**config.mk**
```make
export PLATFORM = sky130hd
export DESIGN_NAME = lsu_dm_master
export DESIGN_NICKNAME = d
export VERILOG_FILES = /design/src/rtl/lsu_dm_master.sv
export SDC_FILE = /design/constraint.sdc
export NUM_CORES = 1
export LEC_CHECK = 0
export ABC_AREA = 1
export BUFFER_PORTS_ARGS = -buffer_cell sky130_fd_sc_hd__buf_2
export CORE_ASPECT_RATIO = 1.25
export CORE_MARGIN = 1
export CORE_UTILIZATION = 47
export CTS_CLUSTER_SIZE = 25
export DETAILED_ROUTE_END_ITERATION = 10
export HOLD_SLACK_MARGIN = 0.15
export PLACE_DENSITY = 0.84
export SYNTH_ARGS = -nofsm -noshare
export SYNTH_HDL_FRONTEND = slang
export SYNTH_SLANG_ARGS = --single-unit
```
**constraint.sdc**
```tcl
create_clock -name clk -period 2 [get_ports clk]
set_input_delay 0.4 -clock clk [delete_from_list [all_inputs] [get_ports clk]]
set_output_delay 0.4 -clock clk [all_outputs]
set_load 0.05 [all_outputs]
```
**src/rtl/lsu_dm_master.sv**
```systemverilog
// Load/store unit driving a byte-addressed data memory: one request at a time,
// alignment/range checking, half stores split into two byte writes, load extension.
module lsu_dm_master #(
   parameter int ADDR_WIDTH = 10
) (
   input  logic        clk,
   input  logic        rst,
   input  logic        req_valid,
   output logic        req_ready,
   input  logic        req_we,
   input  logic [1:0]  req_size,
   input  logic        req_unsigned,
   input  logic [31:0] req_addr,
   input  logic [31:0] req_wdata,
   output logic        resp_valid,
   output logic [31:0] resp_rdata,
   output logic        resp_err,
   output logic [11:0] mem_addr,
   output logic [31:0] mem_din,
   output logic        mem_we,
   output logic        mem_sb,
   output logic        mem_lb,
   input  logic [31:0] mem_dout
);

   localparam int PAD = 12 - ADDR_WIDTH;

   typedef enum logic [2:0] {
      ST_IDLE = 3'd0,
      ST_W    = 3'd1,
      ST_B0   = 3'd2,
      ST_B1   = 3'd3,
      ST_LD   = 3'd4,
      ST_RESP = 3'd5
   } state_t;

   state_t                  state_r;
   state_t                  state_next_s;
   logic                    accept_s;
   logic                    err_s;
   logic [ADDR_WIDTH-1:0]   addr_r;
   logic [ADDR_WIDTH-1:0]   addr_p1_s;
   logic [31:0]             wdata_r;
   logic [1:0]              size_r;
   logic                    unsigned_r;
   logic                    ready_r;
   logic                    resp_valid_r;
   logic                    resp_err_r;
   logic [31:0]             rdata_r;

   // Sign- or zero-extend the addressed part of a memory read word
   function automatic logic [31:0] load_extend(input logic [31:0] dout,
                                               input logic [1:0]  size,
                                               input logic        uns);
      logic [31:0] res;
      case (size)
         2'b00:   res = {{24{~uns & dout[7]}}, dout[7:0]};
         2'b01:   res = {{16{~uns & dout[15]}}, dout[15:0]};
         default: res = dout;
      endcase
      return res;
   endfunction

   assign accept_s  = req_valid & (state_r == ST_IDLE);
   assign addr_p1_s = addr_r + {{(ADDR_WIDTH-1){1'b0}}, 1'b1};

   // Request legality: size, natural alignment and address range
   always_comb begin
      err_s = 1'b0;
      if (req_size == 2'b11) begin
         err_s = 1'b1;
      end else if ((req_size == 2'b01) && req_addr[0]) begin
         err_s = 1'b1;
      end else if ((req_size == 2'b10) && (req_addr[1:0] != 2'b00)) begin
         err_s = 1'b1;
      end else begin
         err_s = |req_addr[31:ADDR_WIDTH];
      end
   end

   // Next-state logic
   always_comb begin
      state_next_s = state_r;
      case (state_r)
         ST_IDLE: begin
            if (!req_valid) begin
               state_next_s = ST_IDLE;
            end else if (err_s) begin
               state_next_s = ST_RESP;
            end else if (req_we) begin
               state_next_s = (req_size == 2'b10) ? ST_W : ST_B0;
            end else begin
               state_next_s = ST_LD;
            end
         end
         ST_W:    state_next_s = ST_RESP;
         ST_B0:   state_next_s = (size_r == 2'b01) ? ST_B1 : ST_RESP;
         ST_B1:   state_next_s = ST_RESP;
         ST_LD:   state_next_s = ST_RESP;
         ST_RESP: state_next_s = ST_IDLE;
         default: state_next_s = ST_IDLE;
      endcase
   end

   // Memory control decode from the current state and latched request
   always_comb begin
      mem_we   = 1'b0;
      mem_sb   = 1'b0;
      mem_addr = {{PAD{1'b0}}, addr_r};
      mem_din  = wdata_r;
      case (state_r)
         ST_W: begin
            mem_we = 1'b1;
         end
         ST_B0: begin
            mem_we = 1'b1;
            mem_sb = 1'b1;
         end
         ST_B1: begin
            mem_we   = 1'b1;
            mem_sb   = 1'b1;
            mem_addr = {{PAD{1'b0}}, addr_p1_s};
            mem_din  = {wdata_r[31:8], wdata_r[15:8]};
         end
         default: begin
            mem_we = 1'b0;
         end
      endcase
   end

   // State, request latches and registered response outputs
   always_ff @(posedge clk or negedge rst) begin
      if (!rst) begin
         state_r      <= ST_IDLE;
         ready_r      <= 1'b1;
         resp_valid_r <= 1'b0;
         resp_err_r   <= 1'b0;
         rdata_r      <= 32'h0000_0000;
         addr_r       <= {ADDR_WIDTH{1'b0}};
         wdata_r      <= 32'h0000_0000;
         size_r       <= 2'b00;
         unsigned_r   <= 1'b0;
      end else begin
         state_r      <= state_next_s;
         ready_r      <= (state_next_s == ST_IDLE);
         resp_valid_r <= (state_next_s == ST_RESP);
         // Only an erroring accept goes straight to RESP with an error flag
         resp_err_r   <= accept_s & err_s;
         if (accept_s) begin
            addr_r     <= req_addr[ADDR_WIDTH-1:0];
            wdata_r    <= req_wdata;
            size_r     <= req_size;
            unsigned_r <= req_unsigned;
         end
         if (state_r == ST_LD) begin
            rdata_r <= load_extend(mem_dout, size_r, unsigned_r);
         end
      end
   end

   assign req_ready  = ready_r;
   assign resp_valid = resp_valid_r;
   assign resp_err   = resp_err_r;
   assign resp_rdata = rdata_r;
   assign mem_lb     = 1'b0;

endmodule

```
Yosys cells after proc, flatten, opt, wreduce, memory -nomap -nowiden
Index checks and enable logic that the tools add are counted.
{"block": "word_totals", "ramBits": 0, "mem_bits_ro": 0, "out_inout_bits": 82, "word_cells": 48, "latch_bits": 0, "memories": 0, "regBits": 83}
{"block": "op_classes", "n_div": 0, "add_sub_neg": 1, "bitwise": 5, "shifts": 0, "n_lt_le_gt_ge": 0, "n_reduce_logical": 10, "n_mul": 0, "muxes": 14, "n_eq_ne": 9}
{"cell": "one-hot mux 32 bit (2 select lines)", "n": 1}
{"cell": "OR reduction 22 bit", "n": 1}
{"cell": "2-to-1 mux 3 bit", "n": 4}
{"cell": "adder 10 x 1 -> 10 bit (second input constant)", "n": 1}
{"cell": "2-to-1 mux 10 bit", "n": 1}
{"cell": "one-hot mux 3 bit (3 select lines)", "n": 1}
{"cell": "2-to-1 mux 8 bit", "n": 1}
{"cell": "equality test 3 x 2 -> 1 bit (second input constant)", "n": 2}
{"cell": "equality test 3 bit (second input constant)", "n": 2}
{"cell": "zero test 3 bit", "n": 2}
{"cell": "OR reduction 3 bit", "n": 2}
{"cell": "2-to-1 mux 1 bit", "n": 5}
{"cell": "AND 1 bit", "n": 4}
{"cell": "equality test 2 x 1 -> 1 bit (second input constant)", "n": 2}
{"cell": "equality test 2 bit (second input constant)", "n": 2}
{"cell": "equality test 3 x 1 -> 1 bit (second input constant)", "n": 1}
{"cell": "logical AND 1 bit", "n": 2}
{"cell": "zero test 2 bit", "n": 1}
{"cell": "2-to-1 mux 2 bit", "n": 1}
{"cell": "nonzero test 2 bit", "n": 1}
{"cell": "OR reduction 2 bit", "n": 1}
{"cell": "inverter 1 bit", "n": 1}

Depth between registers and ports, before layout
{"block": "depth", "word_depth": 9, "depth_mapped": 10, "depth_no_buf": 10}

Worst setup path before layout
Ideal clock, no wire load.
{"block": "synth_timing", "path_type": "reg-to-output", "start": "reg state_r[2]", "end": "out mem_addr[9]", "stages_incl_launch_ff": 8, "required_time_ns": 1.600, "arrival_ns": 2.211, "slack_ns": -0.611, "cell_sequence": "dfrtp_1 > nor2_4 > nand2_2 > nor2_4 > nand3_1 > nor2_2 > nand3_1 > xnor2_1"}
{"block": "synth_via", "elab_chain_cells": 2}
{"element": "start, declared", "line": "37", "text": "state_t state_r;"}
{"element": "start signal, assigned", "line": "144", "text": "state_r <= state_next_s;"}
{"element": "equality test 3 x 2 -> 1 bit", "line": "111", "text": "case (state_r)"}
{"element": "2-to-1 mux 10 bit", "line": "111"}
{"element": "end, declared", "line": "18", "text": "output logic [11:0] mem_addr,"}
No other way between the ends.

Worst setup path after layout
{"block": "layout_timing", "start": "reg state_r[2]", "end": "out mem_addr[6]"}
The elaborated chain is that of the path after synthesis.

==> results.yml <==
job:
  maxCapViolCount: 0
worst_setup_path:
  critical_path.startpoint_type: "register"
  cp_slowest_cell: "dfrtp_1"
  cp_max_fo: 3
  cp.arrival_ns: 1.85
  regToRegStartpoint: "state_r[1]"
  cpMostUsedCell: "nor2_4"
  critical_path.max_stage_delay_ns: 0.41
  path_cells: "nor2_4, nand2_4, nor2_4, nand3_4, nor3_4, buf_6, xor2_4, buf_8"
  r2r_cells: 7
  required_ns: 1.60
  r2r_slack_ns: 0.29
  rr_endpoint: "resp_rdata[31]"
  critical_path_class: "reg -> out"
  endpoint_kind: "output port"
die:
  rows: 37
  start_util_pct: 48.8
  io_pins: 185
  die-area_mm2: 0.00903
  core_area_mm2: 0.00833
  dieHeight_um: 106
  fp.dieW_um: 85.2
sta:
  hold_viol_final: 0
  period_share_pct: 112
  setup-violations-final: 17
  drv_slew: 0
  min_period_ns: 2.25
  setup_ws_ns: -0.246
  max_clock_freq_ghz: 0.445
  rsz0062_at_grt: "yes"
  clock_skew_ns: 0.00710
  finalHoldWorstSlack_ns: 0.227
synthesis:
  synth_flop_cell: "dfrtp_1"
  yosysSeqAreaShare_pct: 51.1
  async_flop_share_pct: 100
  synth_edf_count: 0
  synth-seq-cells: 83
  syn_inst: 523
  yosysMostFrequentCell: "nand2_1"
  synth_top_area_share_pct: 50.5
  synth_common_cells: "215 x nand2_1, 82 x dfrtp_1, 58 x nor2_1"
  ys_top_cells_by_area: "dfrtp_1 50%, nand2_1 20%, nor2_1 5.4%, buf_4 5.2%, inv_1 4.5%"
  syn_area_per_cell_um2: 7.78
  synth_top_cell_by_area: "dfrtp_1"
  ys_warn_count: 0
  yosysUniqueCellTypes: 27
  synth_area_mm2: 0.00407
place:
  dp_hpwl_um: 7270
  dp.cells: 777
  io_buffer_count: 181
  place.gp.congestion: 0.823
min_path:
  hold_path.class: "in -> reg"
  min_path_cells: 3
  hp-start: "req_wdata[10]"
  whs_endpoint: "wdata_r[10]"
clock_network:
  cts_tree: "yes"
  clk_pin_slew_ns: 0.08
  cts_buffers: 9
  ctsRootBufferMaster: "clkbuf_8"
  clk_latency_ns: 0.36
  cts_buffer_depth: 2
  cts.sinks: 83
  cts_max_level: 3
route:
  wl_met1_um: 4190
  top_layer_used: "met4"
  wl_per_cell_um: 12.8
  first_pass_iters: 4
  num_vias: 3888
  drt_iter0_drc: 207
  post-route-drc-count: 0
  vias_per_cell: 4.82
  drt-total-wl_um: 10300
  wl_met3_um: 621
  detail-route-antenna-nets: 0
  wl_met2_um: 5250
grt:
  antenna_found_initial: 1
  grt_pass1_wl_um: 16100
  grt_pass1_vias: 3602
  track_usage_pct: 22.9
  grt-ovfl-total: 0
  grt_start_max_net_pins: 42
finish:
  syn_to_final_growth_pct: 37.2
  nets: 809
  drive_gt1_share_pct: 36.4
  layoutNonFillerInstCount: 807
pwr:
  p_leak_nw: 3.13
  p_sw_w: 0.00557
  switching_share_pct: 54.0
  p_int_w: 0.00475
  ir_drop_mv: 0.875
  power_density_mw_per_mm2: 1850
  power_frac_comb_pct: 59.3
  seq_power_share_pct: 29.1
  clkPwrFrac_pct: 11.6
run_status:
  violations: "setup timing"
  status: "finished, violations left"
-- power by group through the flow --
stage	Combinational, W	Sequential [W]	Clock [W]
2_1_floorplan	0.00351	0.00419	0
3_3_place_gp	0.00566	0.00295	0
3_5_place_dp	0.00578	0.00299	0
4_1_cts	0.00594	0.00298	0.00122
5_1_grt	0.00653	0.00309	0.00131
6_report	0.00612	0.00300	0.00120
-- sequential cells by signal (all words and copies together) (netlist names) --
signal / count
resp_valid: 1
req_ready: 1
state_r: 3
size_r: 2
resp_err: 1
resp_rdata: 32
wdata_r: 32
unsigned_r: 1
addr_r: 10
-- logic make-up after synthesis --
group	synth area share [%]
AND/OR/NAND/NOR	29.5
buffers and inverters	11.8
flip-flops	51.1
AO/OA/AOI/OAI	5.45
XOR/XNOR	1.72
adder cells (fa/ha/maj)	0.308
other	0.0922
-- placed cells by master (no fill, tap or decap), types with 3 or more instances in the layout --
cell type | netlist | final
buf_6 | 1 | 20
inv_2 | 0 | 3
buf_2 | 9 | 163
o21ai_0 | 12 | 12
dfrtp_1 | 82 | 82
nand2_1 | 215 | 210
clkbuf_8 | 0 | 10
inv_1 | 49 | 46
nand3_1 | 10 | 8
buf_8 | 0 | 4
nand2_4 | 1 | 3
xor2_2 | 0 | 3
buf_4 | 28 | 23
clkinv_4 | 1 | 3
nor2_4 | 4 | 5
o22ai_1 | 8 | 8
conb_1 | 1 | 3
nand2_2 | 2 | 5
a21oi_1 | 18 | 18
nand3_4 | 0 | 3
nor2_1 | 58 | 58
-- worst max-delay path: cells and delay by family (launching register included) --
kind	cells	cell delay, ns
and+or+nand+nor	5	0.63
buffers and inverters	2	0.30
DFF	1	0.41
xor gates and xnor gates	1	0.15
-- metal layers --
metal,vias to the layer above,global-route usage [%]
met5,-,0
met4,0,11.0
met3,23,5.59
met2,168,39.5
met1,1785,26.5
li1,1912,-
-- layout make-up --
type,count,area [um2]
diodes,1,2.50
clock inverters,4,51.3
inverters,51,201
flip-flops and latches,83,2080
repair buffers,212,1300
fillers,691,2760
multi-input cells,348,1680
well taps,97,121
clock buffers,11,141
-- worst max-delay path by stage --
| stage | slack [ns] | cells past startpoint | start | endpoint |
|---|---|---|---|---|
| 6_report | -0.25 | 8 | state_r[2] | mem_addr[6] |
| 5_1_grt | -0.41 | 8 | state_r[2] | mem_addr[6] |
| 4_1_cts | -0.25 | 9 | state_r[2] | mem_addr[7] |
| 3_5_place_dp | -0.006 | 9 | state_r[1] | mem_addr[6] |
| 3_3_place_gp | 0.04 | 9 | state_r[1] | mem_addr[6] |
| 2_1_floorplan | -0.16 | 4 | state_r[2] | mem_addr[3] |
-- stage by stage --
step	setup slack, ns	util [%]	cell area (um2)	setup TNS [ns]	total power (W)
2_1_floorplan	-0.165	-	4170	-0.637	0.00770
3_3_place_gp	0.0411	60.7	5050	0	0.00861
3_5_place_dp	-0.00617	60.7	5050	-0.0111	0.00877
4_1_cts	-0.246	64.5	5370	-1.92	0.0101
5_1_grt	-0.406	66.9	5580	-4.22	0.0109
6_report	-0.246	66.9	5580	-2.40	0.0103
-- timing repair --
item / in CTS / in global routing
gates resized for setup: 27 / 40
setup endpoints to repair: 18 / 18
hold endpoints to repair: 24 / 0
pin swaps: 3 / 2
hold buffers: 1 / 0
buffers inserted: 3 / 10
(Power assumes the default switching activity.)
